**src/rtl/grf_wb_sched_if.sv**
```systemverilog
// grf_wb_sched_if: signal bundle between the GRF write-port scheduler and its
// neighbours (W stage, long-latency result source, issue and decode stages,
// and the GRF write port itself).
//   slave  : the scheduler's view of the bundle
//   master : the surrounding pipeline's view of the bundle
interface grf_wb_sched_if;
  logic        a_we;
  logic [4:0]  a_addr;
  logic [31:0] a_data;
  logic [31:0] a_pc;
  logic        b_valid;
  logic        b_ready;
  logic [4:0]  b_addr;
  logic [31:0] b_data;
  logic [31:0] b_pc;
  logic        iss_valid;
  logic [4:0]  iss_addr;
  logic [4:0]  q1_addr;
  logic [4:0]  q2_addr;
  logic        q1_pend;
  logic        q2_pend;
  logic        hold_a;
  logic        grf_we;
  logic [4:0]  grf_a3;
  logic [31:0] grf_wd;
  logic [31:0] grf_pc;
  logic        busy;

  modport slave (
    input  a_we, a_addr, a_data, a_pc,
    input  b_valid, b_addr, b_data, b_pc,
    input  iss_valid, iss_addr, q1_addr, q2_addr,
    output b_ready, q1_pend, q2_pend, hold_a,
    output grf_we, grf_a3, grf_wd, grf_pc, busy
  );

  modport master (
    output a_we, a_addr, a_data, a_pc,
    output b_valid, b_addr, b_data, b_pc,
    output iss_valid, iss_addr, q1_addr, q2_addr,
    input  b_ready, q1_pend, q2_pend, hold_a,
    input  grf_we, grf_a3, grf_wd, grf_pc, busy
  );
endinterface

```
**src/rtl/grf_wb_sched.sv**
```systemverilog
// grf_wb_sched: shares the single GRF write port between the W stage (A,
// zero latency, always wins) and a buffered long-latency source (B, drained
// on cycles A does not write). A pending scoreboard lets decode stall on
// registers still awaiting a B result; a starvation timer freezes the
// pipeline for one cycle so a blocked B entry is guaranteed to drain.
// Ports:
//   clk    : clock
//   reset  : synchronous, active-high reset
//   bus    : grf_wb_sched_if.slave (A request, B handshake, issue/query,
//            hold_a, GRF write port, busy)
//
// state  | meaning
// NORMAL | A has priority; B drains only when A is not writing
// HOLD   | pipeline frozen for one cycle; FIFO head is written unconditionally
module grf_wb_sched #(
  parameter int DEPTH        = 2,
  parameter int STARVE_LIMIT = 8
) (
  input logic           clk,
  input logic           reset,
  grf_wb_sched_if.slave bus
);

  localparam int AW = (DEPTH > 1) ? $clog2(DEPTH) : 1;
  localparam int CW = AW + 1;
  localparam int WW = $clog2(STARVE_LIMIT + 1);

  typedef enum logic {ST_NORMAL, ST_HOLD} state_t;

  state_t        state_q, state_d;
  logic [4:0]    fifo_addr_q [DEPTH];
  logic [31:0]   fifo_data_q [DEPTH];
  logic [31:0]   fifo_pc_q   [DEPTH];
  logic [AW-1:0] wr_ptr_q, wr_ptr_d;
  logic [AW-1:0] rd_ptr_q, rd_ptr_d;
  logic [CW-1:0] count_q, count_d;
  logic [31:0]   pend_q, pend_d;
  logic [WW-1:0] wait_q, wait_d;

  logic a_eff;
  logic fifo_empty;
  logic push;
  logic pop;
  logic blocked;
  logic hold_a;

  assign a_eff      = bus.a_we && (bus.a_addr != 5'd0);
  assign fifo_empty = (count_q == '0);
  // Readiness depends only on the registered count: a full FIFO refuses even
  // when it is popping this cycle, keeping b_ready off the grant path.
  assign bus.b_ready = (count_q < CW'(DEPTH));
  // r0 results are consumed but never stored: nothing to write, nothing to clear.
  assign push    = bus.b_valid && bus.b_ready && (bus.b_addr != 5'd0);
  assign pop     = !fifo_empty && (hold_a || !a_eff);
  assign blocked = !fifo_empty && !pop;

  // FSM: state register
  always_ff @(posedge clk) begin
    if (reset) state_q <= ST_NORMAL;
    else       state_q <= state_d;
  end

  // FSM: next state
  always_comb begin
    state_d = state_q;
    case (state_q)
      ST_NORMAL: if (blocked && (wait_q == WW'(STARVE_LIMIT - 1))) state_d = ST_HOLD;
      ST_HOLD:   state_d = ST_NORMAL;
      default:   state_d = ST_NORMAL;
    endcase
  end

  // FSM: outputs
  always_comb begin
    hold_a = 1'b0;
    case (state_q)
      ST_HOLD: hold_a = 1'b1;
      default: hold_a = 1'b0;
    endcase
  end

  // Starvation timer counts consecutive blocked cycles; any pop or an empty
  // FIFO restarts it.
  always_comb begin
    wait_d = wait_q;
    if (!blocked)                           wait_d = '0;
    else if (wait_q != WW'(STARVE_LIMIT))   wait_d = wait_q + WW'(1);
  end

  always_comb begin
    wr_ptr_d = push ? wr_ptr_q + AW'(1) : wr_ptr_q;
    rd_ptr_d = pop  ? rd_ptr_q + AW'(1) : rd_ptr_q;
    count_d  = count_q + CW'(push) - CW'(pop);
  end

  // Clear happens first so a same-cycle re-issue to the popped register wins.
  always_comb begin
    pend_d = pend_q;
    if (pop)           pend_d[fifo_addr_q[rd_ptr_q]] = 1'b0;
    if (bus.iss_valid) pend_d[bus.iss_addr]          = 1'b1;
    pend_d[0] = 1'b0;
  end

  always_ff @(posedge clk) begin
    if (reset) begin
      wr_ptr_q <= '0;
      rd_ptr_q <= '0;
      count_q  <= '0;
      pend_q   <= '0;
      wait_q   <= '0;
    end else begin
      wr_ptr_q <= wr_ptr_d;
      rd_ptr_q <= rd_ptr_d;
      count_q  <= count_d;
      pend_q   <= pend_d;
      wait_q   <= wait_d;
    end
  end

  // Entry storage needs no reset: count_q alone decides what is valid.
  always_ff @(posedge clk) begin
    if (push) begin
      fifo_addr_q[wr_ptr_q] <= bus.b_addr;
      fifo_data_q[wr_ptr_q] <= bus.b_data;
      fifo_pc_q[wr_ptr_q]   <= bus.b_pc;
    end
  end

  always_comb begin
    bus.grf_we = 1'b0;
    bus.grf_a3 = fifo_addr_q[rd_ptr_q];
    bus.grf_wd = fifo_data_q[rd_ptr_q];
    bus.grf_pc = fifo_pc_q[rd_ptr_q];
    if (hold_a || !a_eff) begin
      bus.grf_we = !fifo_empty;
    end else begin
      bus.grf_we = 1'b1;
      bus.grf_a3 = bus.a_addr;
      bus.grf_wd = bus.a_data;
      bus.grf_pc = bus.a_pc;
    end
    if (reset) bus.grf_we = 1'b0;
  end

  assign bus.hold_a  = hold_a;
  assign bus.q1_pend = pend_q[bus.q1_addr];
  assign bus.q2_pend = pend_q[bus.q2_addr];
  assign bus.busy    = !fifo_empty || (pend_q != '0);

endmodule

```
**src/flat_wrapper.sv**
```systemverilog
// flat-port wrapper written by rule: the top's interface ports become plain ports
module grf_wb_sched_flat 
#(
  parameter int DEPTH        = 2,
  parameter int STARVE_LIMIT = 8
)
  (clk, reset, bus_a_we, bus_a_addr, bus_a_data, bus_a_pc, bus_b_valid, bus_b_addr, bus_b_data, bus_b_pc, bus_iss_valid, bus_iss_addr, bus_q1_addr, bus_q2_addr, bus_b_ready, bus_q1_pend, bus_q2_pend, bus_hold_a, bus_grf_we, bus_grf_a3, bus_grf_wd, bus_grf_pc, bus_busy);
  grf_wb_sched_if bus_i ();
  input logic clk;
  input logic reset;
  input wire logic [$bits(bus_i.a_we)-1:0] bus_a_we;
  input wire logic [$bits(bus_i.a_addr)-1:0] bus_a_addr;
  input wire logic [$bits(bus_i.a_data)-1:0] bus_a_data;
  input wire logic [$bits(bus_i.a_pc)-1:0] bus_a_pc;
  input wire logic [$bits(bus_i.b_valid)-1:0] bus_b_valid;
  input wire logic [$bits(bus_i.b_addr)-1:0] bus_b_addr;
  input wire logic [$bits(bus_i.b_data)-1:0] bus_b_data;
  input wire logic [$bits(bus_i.b_pc)-1:0] bus_b_pc;
  input wire logic [$bits(bus_i.iss_valid)-1:0] bus_iss_valid;
  input wire logic [$bits(bus_i.iss_addr)-1:0] bus_iss_addr;
  input wire logic [$bits(bus_i.q1_addr)-1:0] bus_q1_addr;
  input wire logic [$bits(bus_i.q2_addr)-1:0] bus_q2_addr;
  output wire logic [$bits(bus_i.b_ready)-1:0] bus_b_ready;
  output wire logic [$bits(bus_i.q1_pend)-1:0] bus_q1_pend;
  output wire logic [$bits(bus_i.q2_pend)-1:0] bus_q2_pend;
  output wire logic [$bits(bus_i.hold_a)-1:0] bus_hold_a;
  output wire logic [$bits(bus_i.grf_we)-1:0] bus_grf_we;
  output wire logic [$bits(bus_i.grf_a3)-1:0] bus_grf_a3;
  output wire logic [$bits(bus_i.grf_wd)-1:0] bus_grf_wd;
  output wire logic [$bits(bus_i.grf_pc)-1:0] bus_grf_pc;
  output wire logic [$bits(bus_i.busy)-1:0] bus_busy;
  assign bus_i.a_we = bus_a_we;
  assign bus_i.a_addr = bus_a_addr;
  assign bus_i.a_data = bus_a_data;
  assign bus_i.a_pc = bus_a_pc;
  assign bus_i.b_valid = bus_b_valid;
  assign bus_i.b_addr = bus_b_addr;
  assign bus_i.b_data = bus_b_data;
  assign bus_i.b_pc = bus_b_pc;
  assign bus_i.iss_valid = bus_iss_valid;
  assign bus_i.iss_addr = bus_iss_addr;
  assign bus_i.q1_addr = bus_q1_addr;
  assign bus_i.q2_addr = bus_q2_addr;
  assign bus_b_ready = bus_i.b_ready;
  assign bus_q1_pend = bus_i.q1_pend;
  assign bus_q2_pend = bus_i.q2_pend;
  assign bus_hold_a = bus_i.hold_a;
  assign bus_grf_we = bus_i.grf_we;
  assign bus_grf_a3 = bus_i.grf_a3;
  assign bus_grf_wd = bus_i.grf_wd;
  assign bus_grf_pc = bus_i.grf_pc;
  assign bus_busy = bus_i.busy;
  grf_wb_sched #(.DEPTH(DEPTH), .STARVE_LIMIT(STARVE_LIMIT)) u_core (.clk(clk), .reset(reset), .bus(bus_i));
endmodule
```
**config.mk**
```make
export PLATFORM = sky130hd
export DESIGN_NAME = grf_wb_sched_flat
export DESIGN_NICKNAME = d
export VERILOG_FILES = /design/src/rtl/grf_wb_sched_if.sv /design/src/rtl/grf_wb_sched.sv /design/src/flat_wrapper.sv
export SDC_FILE = /design/constraint.sdc
export NUM_CORES = 1
export LEC_CHECK = 0
export CAP_MARGIN = 0
export CORE_ASPECT_RATIO = 0.5
export CORE_MARGIN = 3
export CORE_UTILIZATION = 45
export DETAILED_ROUTE_END_ITERATION = 6
export HOLD_SLACK_MARGIN = 0.05
export PLACE_DENSITY = 0.76
export SYNTH_ARGS = -nofsm -noshare
export SYNTH_HDL_FRONTEND = slang
export SYNTH_SLANG_ARGS = --single-unit
```
**constraint.sdc**
```tcl
create_clock -name clk -period 7.84 [get_ports clk]
set_input_delay 1.96 -clock clk [delete_from_list [all_inputs] [get_ports clk]]
set_output_delay 1.96 -clock clk [all_outputs]
set_load 0.005 [all_outputs]
```
==> results of run 1 <==
==> worst max path at each step <==
stage,start,end,slack (ps),cells past startpoint
floorplan,bus_b_addr[1],u_core.fifo_addr_q[0][0],2010,3
global placement,bus_a_we,bus_grf_pc[29],1170,7
detailed placement,bus_a_we,bus_grf_pc[13],980,7
CTS,bus_a_we,bus_grf_pc[13],990,7
global route,bus_a_we,bus_grf_pc[31],670,7
finish,bus_a_we,bus_grf_pc[29],950,7
==> kinds of logic (layout without fill, tap and decap cells) <==
| group | after synthesis | in the layout |
|---|---|---|
| xor gates and xnor gates | 5 | 5 |
| muxes | 85 | 85 |
| DFF | 179 | 179 |
| adders and majority gates | 4 | 4 |
| buffers and inverters | 53 | 278 |
| and+or+nand+nor | 177 | 177 |
| AOI/OAI and AO/OA | 149 | 149 |
==> state kept, by name, indices dropped and copies added (netlist names), named ones only <==
| register | cells |
|---|---|
| u_core.count_q | 2 |
| u_core.fifo_addr_q | 10 |
| u_core.fifo_data_q | 64 |
| u_core.fifo_pc_q | 64 |
| u_core.pend_q | 31 |
| u_core.rd_ptr_q | 1 |
| u_core.state_q | 1 |
| u_core.wait_q | 4 |
| u_core.wr_ptr_q | 1 |
==> area by class of cell <==
cell class | count | area share, %
clock buffer | 21 | 4.065
clock inverter | 11 | 0.9485
multi-input combinational | 420 | 25.98
sequential | 179 | 44.84
tap | 227 | 2.563
inverter | 9 | 0.3049
timing repair buffer | 237 | 21.30
==> per-layer routing <==
metal | vias up | GRT usage [%] | part of all wire (%)
met1 | 2903 | 24.17 | 40
met5 | - | 0 | 0
li1 | 2924 | - | -
met4 | 0 | 8.539 | 2.1
met2 | 189 | 36.18 | 53
met3 | 35 | 4.207 | 4.8
==> power groups by stage <==
| stage | Clock, uW | Combinational (uW) | Sequential, uW |
|---|---|---|---|
| after global placement | 0 | 655 | 1220 |
| after detailed placement | 0 | 667 | 1230 |
| after global routing | 853 | 723 | 1210 |
| after floorplan | 0 | 350 | 1220 |
| final | 801 | 665 | 1200 |
| after CTS | 813 | 673 | 1210 |
==> synthesized netlist by cell type (all sizes together) <==
library cell | n | area share, %
inv | 9 | 0.42
a2111oi | 2 | 0.22
nor2b | 8 | 0.62
nand4b | 2 | 0.22
mux2 | 2 | 0.28
xnor2 | 3 | 0.33
clkbuf | 26 | 1.2
nand3 | 3 | 0.19
mux2i | 69 | 8.5
and2 | 1 | 0.077
or2 | 3 | 0.23
a221oi | 2 | 0.22
and3 | 2 | 0.15
nand4 | 6 | 0.46
nor3b | 4 | 0.37
nand2 | 104 | 4.8
o311a | 1 | 0.12
and3b | 3 | 0.33
mux4 | 14 | 3.9
ha | 4 | 0.62
o41ai | 31 | 3.4
nor4 | 7 | 0.54
a21oi | 39 | 2.4
a22oi | 1 | 0.093
a2bb2oi | 1 | 0.11
or4 | 3 | 0.28
edfxtp | 138 | 51
and4b | 2 | 0.25
nor4bb | 2 | 0.25
buf | 18 | 1.5
or3 | 3 | 0.23
a32oi | 2 | 0.22
nand3b | 3 | 0.28
nor3 | 3 | 0.19
nor2 | 15 | 0.70
o21a | 1 | 0.093
dfxtp | 41 | 10
o21ai | 69 | 4.3
xor2 | 2 | 0.22
nand2b | 3 | 0.23
==> worst reg2reg max path, stage by stage (launching register included) <==
cell and delay [ps]:
dfxtp_4 470, buf_4 830, mux2i_1 410, o21ai_1 440
o41ai_1 530, a21oi_1 110
==> through the flow <==
step,std cells,worst slack (ps),area (um2),utilization (%)
floorplan,652,2009,8079,-
global placement,1072,1167,10530,62.02
detailed placement,1072,982.6,10530,62.02
CTS,1104,989.0,11080,65.30
global route,1104,674.5,11080,65.30
finish,1104,952.1,11080,65.30
==> cell usage in the layout (no fill, tap or decap), types with 4 or more instances in the layout <==
master and n:
inv_1 9, nor3b_1 4, nor2_1 15, a21oi_1 39, o41ai_1 31, edfxtp_1 138
nor4_1 7, mux4_2 14, nand4_1 6, dfxtp_1 40, clkdlybuf4s50_1 232, clkbuf_16 17
mux2i_1 69, ha_1 4, buf_4 5, o21ai_0 67, nand2_1 104, nor2b_1 7
==> impl_metrics.yaml, run 1 <==
outcome:
  status: "finished, final reports clean"
clock_network:
  clk_pin_slew_ps: 70
  cts_resized: 0
  cts_num_sinks: 179
  clkLatencyLatePin_ps: 420
  hold_buffers: 0
  cts_tree: "done"
  numCtsBuffers: 17
  post_cts_buffers: 0
  cts.path.max_buffers: 2
  h-tree-depth: 4
  ctsRootBufferMaster: "clkbuf_16"
timing:
  setup_viol: 0
  fmax_mhz: 145.2
  hold_violations: 0
  grt_setup_unrepaired: "no"
  fin_skew_ps: 8.450
  fin_crit_ps: 6888
  holdWs_ps: 479.4
  tns_ps: 0
  slew_violations: 0
  finalCritPeriodShare_pct: 87.86
  tightest_slew_ps: 1139
  slew_headroom_pct: 23.58
job:
  cap_violations: 0
worst_setup_path:
  start_kind: "input pin"
  max_stage_delay_ps: 930
  r2r-end: "u_core.pend_q[19]"
  cp_cell_sequence: "clkdlybuf4s50_1, nor2b_1, o21a_4, buf_4, nand2_1, o21ai_0, clkdlybuf4s50_1"
  cp_common_cell: "clkdlybuf4s50_1"
  worstSetupPathType: "in2out"
  crit_buf_inv: 3
  cpMaxStageDelayCell: "o21a_4"
  crit_required_ps: 5880
  crit_family: "buffers and inverters"
  worst_r2r_path_depth: 5
  cp.arrival_ps: 4930
  endpoint_kind: "output port"
  cp_max_fo: 117
  r2r_slack_ps: 4920
logic_synthesis:
  syn-cell-area_um2: 8079
  ys_ff_latch: 179
  syn_nets: 814
  synth-xor-area-share_pct: 0.5420
  synth-simple-area-share_pct: 10.42
  synth_adder_area_share_pct: 0.6195
  synth_warnings: 0
  synth_cell_types: 45
  syn_inst: 652
  ys_seq_area_share_pct: 61.45
  muxShareOfSynthArea_pct: 12.73
  synth_compound_area_share_pct: 11.12
  avgSynthCellArea_um2: 12.39
  synth_top_family_by_area: "multiplexers"
placement:
  gp_congestion: 0.8400
  io_buffers: 232
  dp_hpwl_um: 14430
cells_and_area:
  regArea_um2: 4969
  drive_gt1_share_pct: 6.385
  antenna_cells: 0
  multiInputGateArea_um2: 2879
  layout.nets: 1026
  nFillCells: 1264
  area_growth_pct: 37.15
die:
  rows: 33
  die_x_um: 195.5
  core-area_um2: 16970
  initial_core_util_pct: 47.61
  die_area_um2: 19690
  die_y_um: 100.7
  io_pins: 233
global_route:
  grt_pass1_vias: 6124
  antenna_found_initial: 0
  grt_pass1_wl_um: 31410
  grt_max_degree: 118
  grtUsageTotal_pct: 20.24
  grt_overflow: 0
power_and_ir_drop:
  swShare_pct: 27.77
  switchingPower_uw: 741.5
  p_per_area_nw_per_um2: 240.9
  p_leak_uw: 0.003688
  pwr-share-comb_pct: 24.9
  cellInternalPower_uw: 1928
  clock_power_share_pct: 30.0
  pwr-share-seq_pct: 45.1
  power_uw: 2670
  max-vdd-ir-drop_mv: 0.1674
drt:
  drc: 0
  drtIter0Drc: 419
  post_drt_wl_per_cell_um: 18.39
  via_count: 6051
  dr.pass1.iters: 5
  wirelength_um: 20300
  ant_nets: 0
  via_per_inst: 5.481
worst_hold_path:
  hold_path.class: "reg2reg"
  min_to: "u_core.state_q"
  hold_depth: 1
  worstHoldStart: "u_core.wait_q[3]"
No activity file was read; power rests on OpenSTA's default activity.
==> run 2, diff against run 1 <==
CTS_CLUSTER_SIZE = 12   (was unset)
==> results of run 2 <==
Final layout, timing and power as in run 1 (identical DEF).
